[src/rtl/decoder_low_pkg.sv]
// ---------------------------------------------------------------------------
// Module  : decoder_low_pkg
// Brief   : Shared FSM state encoding and parameter range limits for the
//           registered active-low decoder.
// Revision: 1.0 - initial release
// ---------------------------------------------------------------------------
`default_nettype none

package decoder_low_pkg;

  typedef enum logic [1:0] {
    IDLE  = 2'd0,
    DEAD  = 2'd1,
    DRIVE = 2'd2
  } state_t;

  localparam int c_dead_cyc_min = 0;
  localparam int c_dead_cyc_max = 15;
  localparam int c_scan_div_min = 1;
  localparam int c_scan_div_max = 255;

  function automatic int clamp(input int val, input int lo, input int hi);
    if (val < lo) return lo;
    if (val > hi) return hi;
    return val;
  endfunction

endpackage

`default_nettype wire

[src/rtl/onehot_low_enc.sv]
// ---------------------------------------------------------------------------
// Module  : onehot_low_enc
// Brief   : Combinational index to active-low one-hot encoder; all-high when
//           en is low.
// Revision: 1.0 - initial release
// ---------------------------------------------------------------------------
`default_nettype none

module onehot_low_enc #(
  parameter int SEL_W = 2
) (
  input  logic                    en,
  input  logic [SEL_W-1:0]        idx,
  output logic [(2**SEL_W)-1:0]   code_n
);

  always_comb begin
    code_n = '1;
    if (en) begin
      code_n[idx] = 1'b0;
    end
  end

endmodule

`default_nettype wire

[src/rtl/registered_decoder_low.sv]
// ---------------------------------------------------------------------------
// Module  : registered_decoder_low
// Brief   : Registered active-low decoder with break-before-make dead time.
//           Optional auto-scan enabled by defining DECODER_LOW_SCAN_EN.
// Revision: 1.0 - initial release
// ---------------------------------------------------------------------------
`default_nettype none

module registered_decoder_low
  import decoder_low_pkg::*;
#(
  parameter int SEL_W    = 2,
  parameter int DEAD_CYC = 1,
  parameter int SCAN_DIV = 4
) (
  input  logic                  clk,
  input  logic                  rst_n,
  input  logic                  en,
  input  logic                  load,
  input  logic [SEL_W-1:0]      sel,
  input  logic                  scan,
  output logic [(2**SEL_W)-1:0] d_n,
  output logic [SEL_W-1:0]      active_idx,
  output logic                  busy
);

  localparam int         c_dead_cyc  = clamp(DEAD_CYC, c_dead_cyc_min, c_dead_cyc_max);
  localparam int         c_scan_div  = clamp(SCAN_DIV, c_scan_div_min, c_scan_div_max);
  localparam logic [3:0] c_dead_load = (c_dead_cyc == 0) ? 4'd0 : 4'(c_dead_cyc - 1);

  state_t                  r_state;
  logic [SEL_W-1:0]        r_cur;
  logic [SEL_W-1:0]        r_pend;
  logic [3:0]              r_dead_cnt;
  logic                    w_step;
  logic [SEL_W-1:0]        w_step_idx;
  logic                    w_drive_en;
  logic [(2**SEL_W)-1:0]   w_code_n;

  assign w_step_idx = r_cur + SEL_W'(1);

`ifdef DECODER_LOW_SCAN_EN
  logic [7:0] r_scan_div;

  assign w_step = (r_state == DRIVE) && scan && (r_scan_div == 8'(c_scan_div - 1));

  // Divider only runs while a code is held under scan; any load restarts it.
  always_ff @(posedge clk or negedge rst_n) begin
    if (!rst_n) begin
      r_scan_div <= 8'd0;
    end else if (!en || (r_state != DRIVE) || !scan || load || w_step) begin
      r_scan_div <= 8'd0;
    end else begin
      r_scan_div <= r_scan_div + 8'd1;
    end
  end
`else
  logic w_unused_scan;

  assign w_unused_scan = scan;
  assign w_step        = 1'b0;
`endif

  always_ff @(posedge clk or negedge rst_n) begin
    if (!rst_n) begin
      r_state    <= IDLE;
      r_cur      <= '0;
      r_pend     <= '0;
      r_dead_cnt <= 4'd0;
    end else if (!en) begin
      r_state    <= IDLE;
      r_cur      <= '0;
      r_pend     <= '0;
      r_dead_cnt <= 4'd0;
    end else begin
      case (r_state)
        IDLE: begin
          if (load) begin
            r_pend     <= sel;
            r_dead_cnt <= c_dead_load;
            if (c_dead_cyc == 0) begin
              r_cur   <= sel;
              r_state <= DRIVE;
            end else begin
              r_state <= DEAD;
            end
          end
        end
        DEAD: begin
          if (load) begin
            r_pend     <= sel;
            r_dead_cnt <= c_dead_load;
          end else if (r_dead_cnt == 4'd0) begin
            r_cur   <= r_pend;
            r_state <= DRIVE;
          end else begin
            r_dead_cnt <= r_dead_cnt - 4'd1;
          end
        end
        DRIVE: begin
          // A load always wins over a coincident scan step.
          if ((load && (sel != r_cur)) || (!load && w_step)) begin
            r_pend     <= load ? sel : w_step_idx;
            r_dead_cnt <= c_dead_load;
            if (c_dead_cyc == 0) begin
              r_cur <= load ? sel : w_step_idx;
            end else begin
              r_state <= DEAD;
            end
          end
        end
        default: begin
          r_state <= IDLE;
        end
      endcase
    end
  end

  // en gates the encoder so dropping en releases the output at the next edge.
  assign w_drive_en = en && (r_state == DRIVE);

  onehot_low_enc #(
    .SEL_W (SEL_W)
  ) u_enc (
    .en     (w_drive_en),
    .idx    (r_cur),
    .code_n (w_code_n)
  );

  always_ff @(posedge clk or negedge rst_n) begin
    if (!rst_n) begin
      d_n        <= '1;
      active_idx <= '0;
      busy       <= 1'b0;
    end else begin
      d_n        <= w_code_n;
      active_idx <= w_drive_en ? r_cur : '0;
      busy       <= en && (r_state == DEAD);
    end
  end

endmodule

`default_nettype wire
[config.mk]
export PLATFORM = sky130hd
export DESIGN_NAME = registered_decoder_low
export DESIGN_NICKNAME = d
export VERILOG_FILES = /design/src/rtl/decoder_low_pkg.sv /design/src/rtl/onehot_low_enc.sv /design/src/rtl/registered_decoder_low.sv
export SDC_FILE = /design/constraint.sdc
export NUM_CORES = 1
export LEC_CHECK = 0
export ABC_AREA = 1
export CORE_ASPECT_RATIO = 1.1
export CORE_MARGIN = 2
export CORE_UTILIZATION = 23
export CTS_BUF_LIST = sky130_fd_sc_hd__clkbuf_8
export DETAILED_ROUTE_END_ITERATION = 8
export GPL_TIMING_DRIVEN = 0
export SYNTH_ARGS = -nofsm -noshare
export SYNTH_HDL_FRONTEND = slang
export SYNTH_SLANG_ARGS = --single-unit
[constraint.sdc]
create_clock -name clk -period 3.5 [get_ports clk]
set_input_delay 0.35 -clock clk [delete_from_list [all_inputs] [get_ports clk]]
set_output_delay 0.35 -clock clk [all_outputs]
set_load 0.03 [all_outputs]
After elaboration in Yosys (flattened, before gate mapping)
Index checks and enable logic that the tools add are counted.

Register bits: 17. Word-level logic and storage cells: 62. Output and inout bits: 7.

Equality and inequality tests: 14. Reduce and logical (&&, ||, !) cells: 11. Add/sub/neg operators: 2. Magnitude comparators: 2. Multiplexer cells: 25. Bitwise logic cells: 1.

Operators by type and width (count): two-way mux 2 bit (14); two-way mux 4 bit (6); != test 3 bit, second input constant (4); case mux 4 bit (3 select lines) (1); AND reduction 4 bit (2); != test 3 x 2 -> 1 bit, second input constant (2); case mux 2 bit (3 select lines) (1); AND reduction 3 bit (2); logical AND 1 bit (4); zero test 4 bit (1); != test 2 x 1 -> 1 bit, second input constant (2); != test 4 x 1 -> 1 bit, second input constant (1); != test 4 bit, second input constant (1); NOT 4 bit (1); case mux 2 bit (2 select lines) (1); subtractor 4 x 1 -> 4 bit, second input constant (1); < comparator 2 x 3 -> 1 bit, second input constant (1); adder 2 x 1 -> 2 bit, second input constant (1); demux 1 bit (select 2 bit) (1); == test 2 x 1 -> 1 bit, second input constant (1); == test 2 bit, second input constant (1); greater-or-equal comparator 2 x 1 -> 1 bit, second input constant (1); zero test 2 bit (1); != test 2 bit (1); 3 further kinds (3).

Longest topological paths before layout
Gate-level depths: netlist (run 1).

Depth after elaboration: 6. Depth in mapped cells: 9. Gate-level depth less buffers: 9.

Hierarchy
A second synthesis (run 1) with hierarchy kept.

Cell total of the unflattened synthesis: 111. Area total of the unflattened synthesis: 915.9 um2.

By module, submodules not included: registered_decoder_low (area an instance 885.8 um2, instances 1, cells an instance 104); onehot_low_enc (area an instance 30.0 um2, instances 1, cells an instance 7).

Worst setup path before layout (run 1)
Ideal clock, no wire load.

Path kind: register to register. Start point: register r_dead_cnt[0]. End point: register r_dead_cnt[2]. Data arrival time: 1126 ps. Data required time: 3383 ps. Slack: 2258 ps. Stages on the path, launching flop included: 9. Cell sequence: dfrtp_1 > inv_1 > ha_1 > nand2_1 > nor2_8 > nor2_8 > nand2_4 > nand2_1 > nand2_1.

Longest elaborated chain between the ends: 5. Elaborated cells on any way between the ends: 8. Those cells by class: 1 x add/sub; 1 x eq/ne; 4 x mux; 2 x reduce/logical.

Ends and longest elaborated chain: start, declared (line registered_decoder_low.sv:34) `logic [3:0] r_dead_cnt;`; start signal, assigned (line registered_decoder_low.sv:80) `r_dead_cnt <= c_dead_load;`; start signal, assigned (line registered_decoder_low.sv:92) `r_dead_cnt <= c_dead_load;`; start signal, assigned (line registered_decoder_low.sv:97) `r_dead_cnt <= r_dead_cnt - 4'd1;`; subtractor 4 x 1 -> 4 bit (line registered_decoder_low.sv:97); two-way mux 4 bit (line registered_decoder_low.sv:93) `end else if (r_dead_cnt == 4'd0) begin`; two-way mux 4 bit (line registered_decoder_low.sv:90) `if (load) begin`; case mux 4 bit (3 select lines) (line registered_decoder_low.sv:76) `case (r_state)`; two-way mux 4 bit (line registered_decoder_low.sv:70) `end else if (!en) begin`.

Parallel ways exist; a longest one is shown, timed or not. The select of a mux whose other input is x is not followed. A chain may end at the register's enable or synchronous reset.

Final worst setup path (run 1)
Start point: register d_n[3]. End point: output port d_n[3].

RTL lines: start, declared (line registered_decoder_low.sv:22) `output logic [(2**SEL_W)-1:0] d_n,`; start signal, assigned (line registered_decoder_low.sv:136) `d_n <= w_code_n;`.

No word-level cell between the ends.

==> key figures, run 1 <==
Run status
  • Status: finished clean

Die
  • Std cell rows: 24
  • DIE WIDTH: between 60 and 70 um
  • Die Height: about 72 um
  • Die area: around 4800 sq um
  • Io pins: 14
  • Initial core utilization: about a quarter
  • Core Box Area: between 4000 and 5000 sq um

Pwr
  • VDD IR-drop max: approximately 240 uV
  • LEAKAGE: about 0.58 nW
  • PwrDens: roughly 540 nW/um^2

Placed design
  • DP HPWL: 1320 um
  • Final GP Congestion: 0.785
  • Buffers on Ports: 11

Setup path
  • Worst Setup SP: d_n[3]
  • FF-to-FF Start: r_dead_cnt[0]
  • CP endpoint kind: output pin
  • Crit path largest cell delay: between 600 and 700 ps
  • CP Launch Type: flip-flop
  • Crit-path leading delay family: buffers and inverters
  • WP buf/inv: 1
  • Max FO, Critical Path: 1
  • Crit-path slowest cell: clkdlybuf4s50_1
  • Crit path arrival time: between 1000 and 1500 ps
  • CP Class: flip-flop to output pin
  • CP Cell Sequence: clkdlybuf4s50_1
  • CP Data Required Time: between 3000 and 4000 ps

Yosys
  • Async SR Flop Fraction: 100%
  • EDFF count, synth: 0
  • Simple-Gate Fraction of Synth Area: 33.3%
  • Synth warnings: 0
  • Primary FF master, synth: dfrtp_1
  • Largest cells by area after synthesis: dfrtp_1 33%, nand2_1 14%, dfstp_2 11%, ha_1 7.7%, inv_1 5.4%
  • Synthesized netlist cell count: approximately 120
  • Combinational family with the most area after synthesis: simple AND/OR/NAND/NOR gates
  • Top cells by count, synth: 36 x nand2_1, 14 x inv_1, 13 x dfrtp_1
  • Post-Syn Area: around 980 sq um
  • Post-synthesis compound-gate area fraction: 6.67%
  • Multiplexer share of the synthesized area: 0%
  • Top-area cell type share of the netlist area: approximately 33%
  • Synth Area in XOR/XNOR: less than 1%
  • Post-synthesis sequential area ratio: roughly 44%
  • Yosys cell types: 19
  • Top-count cell post-synth: nand2_1
  • Synthesized area per cell: between 8 and 9 sq um
  • Synth Area in Adders: under 10%
  • Synth area leader: dfrtp_1
  • Post-synthesis register bit count: 17
  • Mapped Nets: between 100 and 150

Min path
  • Min-Delay Path Class: primary input to flip-flop
  • Hold_sp: en

Timing
  • Setup_tns: 0 ps
  • Max Freq: 561 MHz
  • Final setup viols: 0
  • Tcrit/Tclk final: 51.0%
  • Slew Limit Fails: 0
  • Worst slew margin: between 40% and 50%
  • Slew @ Worst Pin: approximately 770 ps
  • Final Skew: 6.44 ps
  • Final hold viol count: 0
  • RSZ-0062 raised after global routing: false
  • Final min period: 1780 ps

Clocking
  • Post-CTS setup buffer count: 0
  • H-tree lvl count: 1
  • Clk pin slew, worst setup/hold paths: 70 ps
  • Post-CTS Resized: 0
  • TritonCTS Buffers: 3
  • Clock Path Buffers: 2
  • CTS Root Cell: clkbuf_8
  • Sink Count: 17
  • CTS Hold Buffers Added: 0
  • Worst-skew pair later-pin latency: roughly 250 ps
  • TritonCTS clock tree: done

Routing
  • First-pass DRT Iterations: 4
  • Routed wl met2: ~800 um
  • Antenna-violating nets left: 0
  • DR WL met3: approximately 80 um
  • Routed len/inst: 9.53 um
  • DR vias: around 740
  • Final wirelength: about 1700 um
  • Via density: roughly 4.1
  • DR top layer: met4
  • DR DRC count: 0
  • Wl on met1: 815 um
  • DR iter-0 viols: 31

GRT
  • Largest net degree at the start of global routing: 18
  • Initial antenna violation count: 0
  • Global route overflow: 0
  • Vias in the first global route: 675
  • First-pass GRT wire length: slightly above 3000 um
  • All-layer global routing usage: around 8.5%

Finish
  • Inserted Diodes: 0
  • Share of cells above drive strength 1: about 16%
  • Layout Nets: around 140
  • Synth-to-Final Area Change: 22.9%
  • Filler instances: 439
  • Core Util, Final: a little under 30%

Flow run
  • Max-Cap Viols: 0
cell usage in the layout, fill, tap and decap left out:
cell / Yosys / routed
nand2_1: 36 / 36
inv_1: 14 / 14
dfrtp_1: 13 / 13
clkdlybuf4s50_1: 0 / 11
nor2_1: 8 / 8
nand3_1: 8 / 8
ha_1: 6 / 6
o21ai_0: 5 / 5
dfstp_2: 4 / 4
nand2_2: 3 / 3
a21oi_1: 3 / 3
clkbuf_8: 0 / 3
inv_2: 2 / 2
nor2_4: 2 / 2
o211ai_1: 2 / 2
o21ai_1: 2 / 2
nand2_4: 2 / 2
nor2_8: 2 / 2
buf_6: 1 / 1
nor3_4: 1 / 1
xnor2_1: 1 / 1
clkinvlp_4: 0 / 1
cell families after synthesis:
kind of cell / Yosys count
simple gates: 62
flops: 17
compound gates: 12
xor+xnor: 1
buf+inv: 17
fa+ha+maj: 6
flip-flops by register name, indices dropped and copies added (netlist names):
name and count:
r_cur 2, r_state 2, d_n 4, active_idx 2, busy 1, r_pend 2, r_dead_cnt 4
cell type report:
type	instances	area (sq um)	share of cell area, %
clock inverters	1	7.51	0.626
repair buffers	11	110	9.18
plain buffers	1	11.3	0.938
inverters	16	60.1	5.01
well taps	52	65.1	5.42
flip-flops and latches	17	430	35.9
clock buffers	3	41.3	3.44
multi-input cells	81	474	39.5
routing by layer:
metal / vias to the layer above / track usage, %
li1: 388 / -
met2: 13 / 12.7
met4: 0 / 4.54
met5: - / 0
met1: 334 / 11.4
met3: 4 / 1.86
power by group:
| part | switching [mW] | internal [mW] |
|---|---|---|
| logic | 0.153 | 0.0860 |
| clock network | 0.0708 | 0.0801 |
| registers | 0.0316 | 0.229 |
per-stage QoR:
stage | worst slack [ps] | cell area, sq um | std cells | power, mW | hold slack [ps]
finish | 1720 | 1200 | 182 | 0.650 | 357
global placement | 1700 | 1150 | 178 | 0.504 | 472
detailed placement | 1720 | 1150 | 178 | 0.504 | 479
global route | 1680 | 1200 | 182 | 0.705 | 370
floorplan | 2260 | 976 | 115 | 0.450 | 54.4
CTS | 1700 | 1200 | 182 | 0.659 | 354
worst paths after layout:
| kind | endpoint | slack (ps) | cells past startpoint |
|---|---|---|---|
| min in group asynchronous | r_pend[0] | 540 | 1 |
| setup / recovery | d_n[3] | 1720 | 1 |
| hold reg to reg | r_cur[1] | 490 | 2 |
| setup reg to reg | r_dead_cnt[0] | 2130 | 8 |
| max in group asynchronous | r_dead_cnt[2] | 2470 | 1 |
| hold / removal | busy | 360 | 3 |
No activity file was read; power rests on OpenSTA's default activity.
==> inputs of run 2 (changes only) <==
==> constraint.sdc (replaced) <==
create_clock -name clk -period 1.6 [get_ports clk]
set_input_delay 0.16 -clock clk [delete_from_list [all_inputs] [get_ports clk]]
set_output_delay 0.16 -clock clk [all_outputs]
set_load 0.03 [all_outputs]
==> key figures, run 2 (same netlist as run 1, synthesis figures left out) <==
Run status
  • Status: finished clean (unchanged)

Setup path
  • Crit path arrival time: 1240 ps (was 1430 ps)
  • FF-to-FF Start: r_dead_cnt[0] (unchanged)
  • WP buf/inv: 1 (unchanged)
  • R2R Setup Slk: 230 ps (was 2130 ps)
  • Max FO, Critical Path: 1 (unchanged)
  • Crit path largest cell delay: 660 ps (about the same)
  • CP Data Required Time: 1440 ps (was 3150 ps)
  • Crit-path leading delay family: buffers and inverters (unchanged)
  • CP endpoint kind: output pin (unchanged)
  • Reg2reg end: r_dead_cnt[0] (unchanged)
  • Worst Setup SP: active_idx[1] (was d_n[3])
  • Crit-path slowest cell: clkdlybuf4s50_1 (unchanged)
  • CP Cell Sequence: clkdlybuf4s50_1 (unchanged)
  • CP Class: flip-flop to output pin (unchanged)
  • R2R depth: 8 (unchanged)
  • CP Launch Type: flip-flop (unchanged)

Clocking
  • Clock Path Buffers: 2 (unchanged)
  • Post-CTS setup buffer count: 0 (unchanged)
  • Worst-skew pair later-pin latency: 250 ps (about the same)
  • Clk pin slew, worst setup/hold paths: 70 ps (about the same)
  • H-tree lvl count: 1 (unchanged)
  • TritonCTS clock tree: done (unchanged)
  • TritonCTS Buffers: 3 (unchanged)
  • CTS Root Cell: clkbuf_8 (unchanged)
  • Sink Count: 17 (unchanged)

Pwr
  • VDD IR-drop max: 521 uV (was 238 uV)
  • LEAKAGE: 0.573 nW (was 0.576 nW)
  • PwrDens: 1180 nW/um^2 (was 542 nW/um^2)
  • Final Power: 1.42 mW (was 0.650 mW)

Timing
  • Final min period: ~1400 ps
  • Slew @ Worst Pin: 771 ps (unchanged)
  • Slew Limit Fails: 0 (unchanged)
  • Final setup viols: 0 (unchanged)
  • Final Skew: 6.44 ps (unchanged)
  • RSZ-0062 raised after global routing: false (unchanged)
  • Max Freq: around 710 MHz
  • Final hold viol count: 0 (unchanged)
  • Tcrit/Tclk final: 87.6%
  • Worst slew margin: 48.4% (unchanged)

Die
  • Core Box Area: 4020 sq um (unchanged)
  • Die Height: 72.3 um (unchanged)
  • Io pins: 14 (unchanged)
  • Die area: 4780 sq um (unchanged)
  • DIE WIDTH: 66.1 um (unchanged)
  • Std cell rows: 24 (unchanged)
  • Initial core utilization: 24.3% (unchanged)

Placed design
  • DP HPWL: 1320 um (unchanged)
  • Final GP Congestion: 0.785 (unchanged)
  • Buffers on Ports: 11 (unchanged)

GRT
  • Global Route met3 Usage: 1.86% (unchanged)
  • Global route overflow: 0 (unchanged)
  • Vias in the first global route: 674 (was 675)
  • All-layer global routing usage: 8.53% (was 8.50%)
  • First-pass GRT wire length: 3110 um (about the same)
  • Met2 usage: 12.8% (was 12.7%)
  • Met1 Resource Use GR: 11.4% (unchanged)
  • Initial antenna violation count: 0 (unchanged)
  • Most used routing layer: met2 (unchanged)
  • Largest net degree at the start of global routing: 18 (unchanged)

Finish
  • Most frequent cells in the layout: 36 x nand2_1, 14 x inv_1, 13 x dfrtp_1, 8 x nor2_1, 8 x nand3_1 (was 36 x nand2_1, 14 x inv_1, 13 x dfrtp_1, 11 x clkdlybuf4s50_1)
  • Inserted Diodes: 0 (unchanged)
  • Layout Nets: 144 (unchanged)
  • Share of cells above drive strength 1: 16.2% (unchanged)
  • Top Registers: d_n x4, r_dead_cnt x4 (unchanged)
  • Most common cell after layout, fill and taps aside: nand2_1 (unchanged)
  • Synth-to-Final Area Change: 23.6% (was 22.9%)
  • Core Util, Final: 30.0% (was 29.8%)

Routing
  • First-pass DRT Iterations: 4 (unchanged)
  • DR vias: 740 (was 739)
  • DR iter-0 viols: 31 (unchanged)
  • DR DRC count: 0 (unchanged)
  • Final wirelength: 1740 um (was 1730 um)
  • Routed len/inst: 9.57 um (was 9.53 um)
  • Via density: 4.07 (was 4.06)
  • Antenna-violating nets left: 0 (unchanged)

Min path
  • Hold_sp: en (unchanged)
  • WHS Path Cells: 3 (unchanged)
  • Hold endpoint: busy (unchanged)
  • Min-Delay Path Class: primary input to flip-flop (unchanged)

Flow run
  • Max-Cap Viols: 0 (unchanged)
[run 2: changes by cell type in the layout (fill, tap and decap cells not counted)]
cell             change
dlygate4sd2_1        +1
dlymetal6s2s_1       +3
clkdlybuf4s50_1      -4
[run 2: report_power, final]
part	switching (mW)	leakage (nW)	internal, mW	total (mW)
Sequential	0.0689	0.217	0.501	0.570
Clock	0.155	0.0217	0.175	0.330
Combinational	0.335	0.334	0.188	0.522
[run 2: what timing repair did]
action,CTS,global route
endpoints found under the setup margin,1,3
gates resized for setup,1,3
hold buffers,0,0
cloned,0,0
[run 2: how the worst max path moves through the flow]
| stage | end | slack [ps] | cells after the start |
|---|---|---|---|
| 2_1_floorplan | r_dead_cnt[2] | 360 | 8 |
| 3_3_place_gp | r_dead_cnt[1] | -5 | 10 |
| 3_5_place_dp | r_dead_cnt[0] | 7 | 10 |
| 4_1_cts | d_n[0] | 5 | 1 |
| 5_1_grt | r_dead_cnt[1] | 90 | 8 |
| 6_report | active_idx[1] | 200 | 1 |
[run 2: layer usage]
layer | share of wire (%) | vias to the layer above | wire [um]
li1 | - | 388 | -
met3 | 4.3 | 4 | 75
met4 | 2.0 | 0 | 34
met1 | 47 | 335 | 821
met2 | 46 | 13 | 810
met5 | 0 | - | 0
[run 2: area by class of cell]
| type | count | area (sq um) |
|---|---|---|
| Buffer | 1 | 11.3 |
| Clock buffer | 3 | 41.3 |
| Clock inverter | 1 | 7.51 |
| Fill cell | 439 | 2820 |
| Inverter | 16 | 60.1 |
| Multi-Input combinational cell | 81 | 474 |
| Sequential cell | 17 | 430 |
| Tap cell | 52 | 65.1 |
| Timing Repair Buffer | 11 | 116 |
[run 2: per-stage QoR]
step	cells	cell area (sq um)	hold slack [ps]	setup TNS (ps)	worst slack, ps
floorplan	115	976	-136	0	358
global placement	178	1150	429	-10.1	-5.44
detailed placement	178	1150	427	0	6.67
CTS	182	1200	164	0	4.62
global route	182	1210	180	0	88.4
finish	182	1210	167	0	198
==> edit, RTL diff (flow settings as in run 1) <==
Add a define of `DECODER_LOW_SCAN_EN`.
--- a/src/rtl/registered_decoder_low.sv
+++ b/src/rtl/registered_decoder_low.sv
@@ -5,6 +5,8 @@
 // Revision: 1.0 - initial release
 // ---------------------------------------------------------------------------
 `default_nettype none
+
+`define DECODER_LOW_SCAN_EN
 
 module registered_decoder_low
   import decoder_low_pkg::*;
Function: changed (Yosys sat finds a counterexample within 10 cycles, from zero or initial values and one cycle with rst_n low).
==> edit against run 1 <==
Wire length up 29%. Die area up 30%. Critical path type unchanged. Synthesized area up 32%. Total power down 2.2%. Critical endpoint is now d_n[0]. Via count up 31%. Setup slack worse by 0.0049 ns. Cell area up 30%. Largest cell class is now sequential cells. Sequential power up 25%. Sequential cell count up 8.
==> edit: results (changes against run 1) <==
Layout Nets=179 (was 144); register area share after synthesis=0.490 (was 0.441); peak supply drop=0.145 mV (was 0.238 mV); Max Buffers Root-to-Sink=2 (unchanged); pin count of the biggest net entering global routing=26 (was 18); Post-CTS Resized=0 (unchanged); Crit path largest cell delay=roughly 0.65 ns; Synth top cells by count=30 x nand2_1, 24 x nor2_1, 21 x dfrtp_1, 16 x inv_1, 9 x o21ai_0 (was 36 x nand2_1, 14 x inv_1, 13 x dfrtp_1, 8 x nand3_1, 8 x nor2_1); hold crit path type=reg -> reg (was in -> reg); first-pass GRT wire length=4010 um (was 3110 um); antenna violations before repair=0 (unchanged); Worst path slowest cell=clkdlybuf4s50_1 (unchanged); clock skew=0.00208 ns (was 0.00644 ns); Crit Path Max Fanout=1 (unchanged); Slew headroom=0.276 (was 0.484); Synth area leaders=dfrtp_1 41%, nand2_1 8.8%, dfstp_2 8.2% (was dfrtp_1 33%, nand2_1 14%, dfstp_2 11%); CP delay by family, top=buffers and inverters (unchanged); syn_nets=161 (was 128); vias in the first global route=933 (was 675); IO Port Bufs=13 (was 11); Worst-Skew Late Latency=0.26 ns; cts bufs inserted=3 (unchanged); Pleak=0.000700 uW (was 0.000576 uW); top_reg_cell synth=dfrtp_1 (unchanged); Worst EP arrival=1.44 ns; DP Wirelength=1730 um (was 1320 um); Yosys cell types=22 (was 19); gpl congestion=0.734 (was 0.785); gr usage total=0.0857 (was 0.0850); drt first pass iters=4 (unchanged); biggest regs=r_scan_div (8), d_n (4), r_dead_cnt (4) (was d_n (4), r_dead_cnt (4)); Post CTS Setup Buffer Count=0 (unchanged); Filler cells=604 (was 439); Clock transition at path regs=0.08 ns; drt wl/cell=9.37 um (was 9.53 um); H-tree depth=1 (unchanged); ANT cells=0 (unchanged); Root Driver=clkbuf_8 (unchanged); Vias/cell=4.05 (was 4.06); status=finished, final reports clean (unchanged); Iter 0 DRT Violations=77 (was 31); fraction of registers with async set/reset=1.00 (unchanged); Synth Warn #=0 (unchanged); share of layout cells above drive strength 1=0.110 (was 0.162)
edit: final timing paths:
path / to / cells after the start / slack, ns / startpoint
setup / recovery: d_n[0] / 1 / 1.71 / d_n[0]
hold / removal: r_scan_div[0] / 1 / 0.46 / r_scan_div[0]
setup reg to reg: r_cur[1] / 8 / 1.89 / r_dead_cnt[0]
hold reg to reg: r_scan_div[0] / 1 / 0.46 / r_scan_div[0]
max in group asynchronous: r_dead_cnt[3] / 1 / 2.18 / rst_n
min in group asynchronous: r_pend[0] / 1 / 0.67 / rst_n
edit: area by class of cell:
type                    instances  area, um2  share of cell area
clock inverters                 1       5.00             0.00322
repair buffers                 13        130              0.0836
flip-flops and latches         25        631               0.405
multi-input cells             105        592               0.380
inverters                      17       63.8              0.0410
well taps                      75       93.8              0.0603
clock buffers                   3       41.3              0.0265
edit: metrics by stage:
stage	power [uW]	hold slack, ns	cell area [um2]	setup slack (ns)	cells
after global placement	476	0.453	1510	1.66	235
after detailed placement	478	0.453	1510	1.66	235
final	636	0.464	1560	1.71	239
after global routing	684	0.483	1560	1.66	239
after floorplan	433	0.0544	1290	2.17	147
after CTS	648	0.464	1560	1.70	239
edit: kinds of logic after synthesis:
family,count (synthesis),synth area share
flops,25,0.490
xor+xnor,6,0.0409
buf+inv,17,0.0496
compound gates,13,0.0516
fa+ha+maj,7,0.0681
simple gates,79,0.300
edit: metal layers:
metal,global-route usage,vias to the layer above,wire length (um)
li1,-,502,-
met1,0.102,452,1050
met2,0.142,11,1070
met3,0.0291,2,89
met4,0.0316,0,29
met5,0,-,0
edit: power by group:
group	total (uW)	internal [uW]	leakage [uW]	switching (uW)
clock	166	79.5	0.0000255	86.2
combinational	143	54.2	0.000346	88.8
sequential	327	311	0.000329	16.4
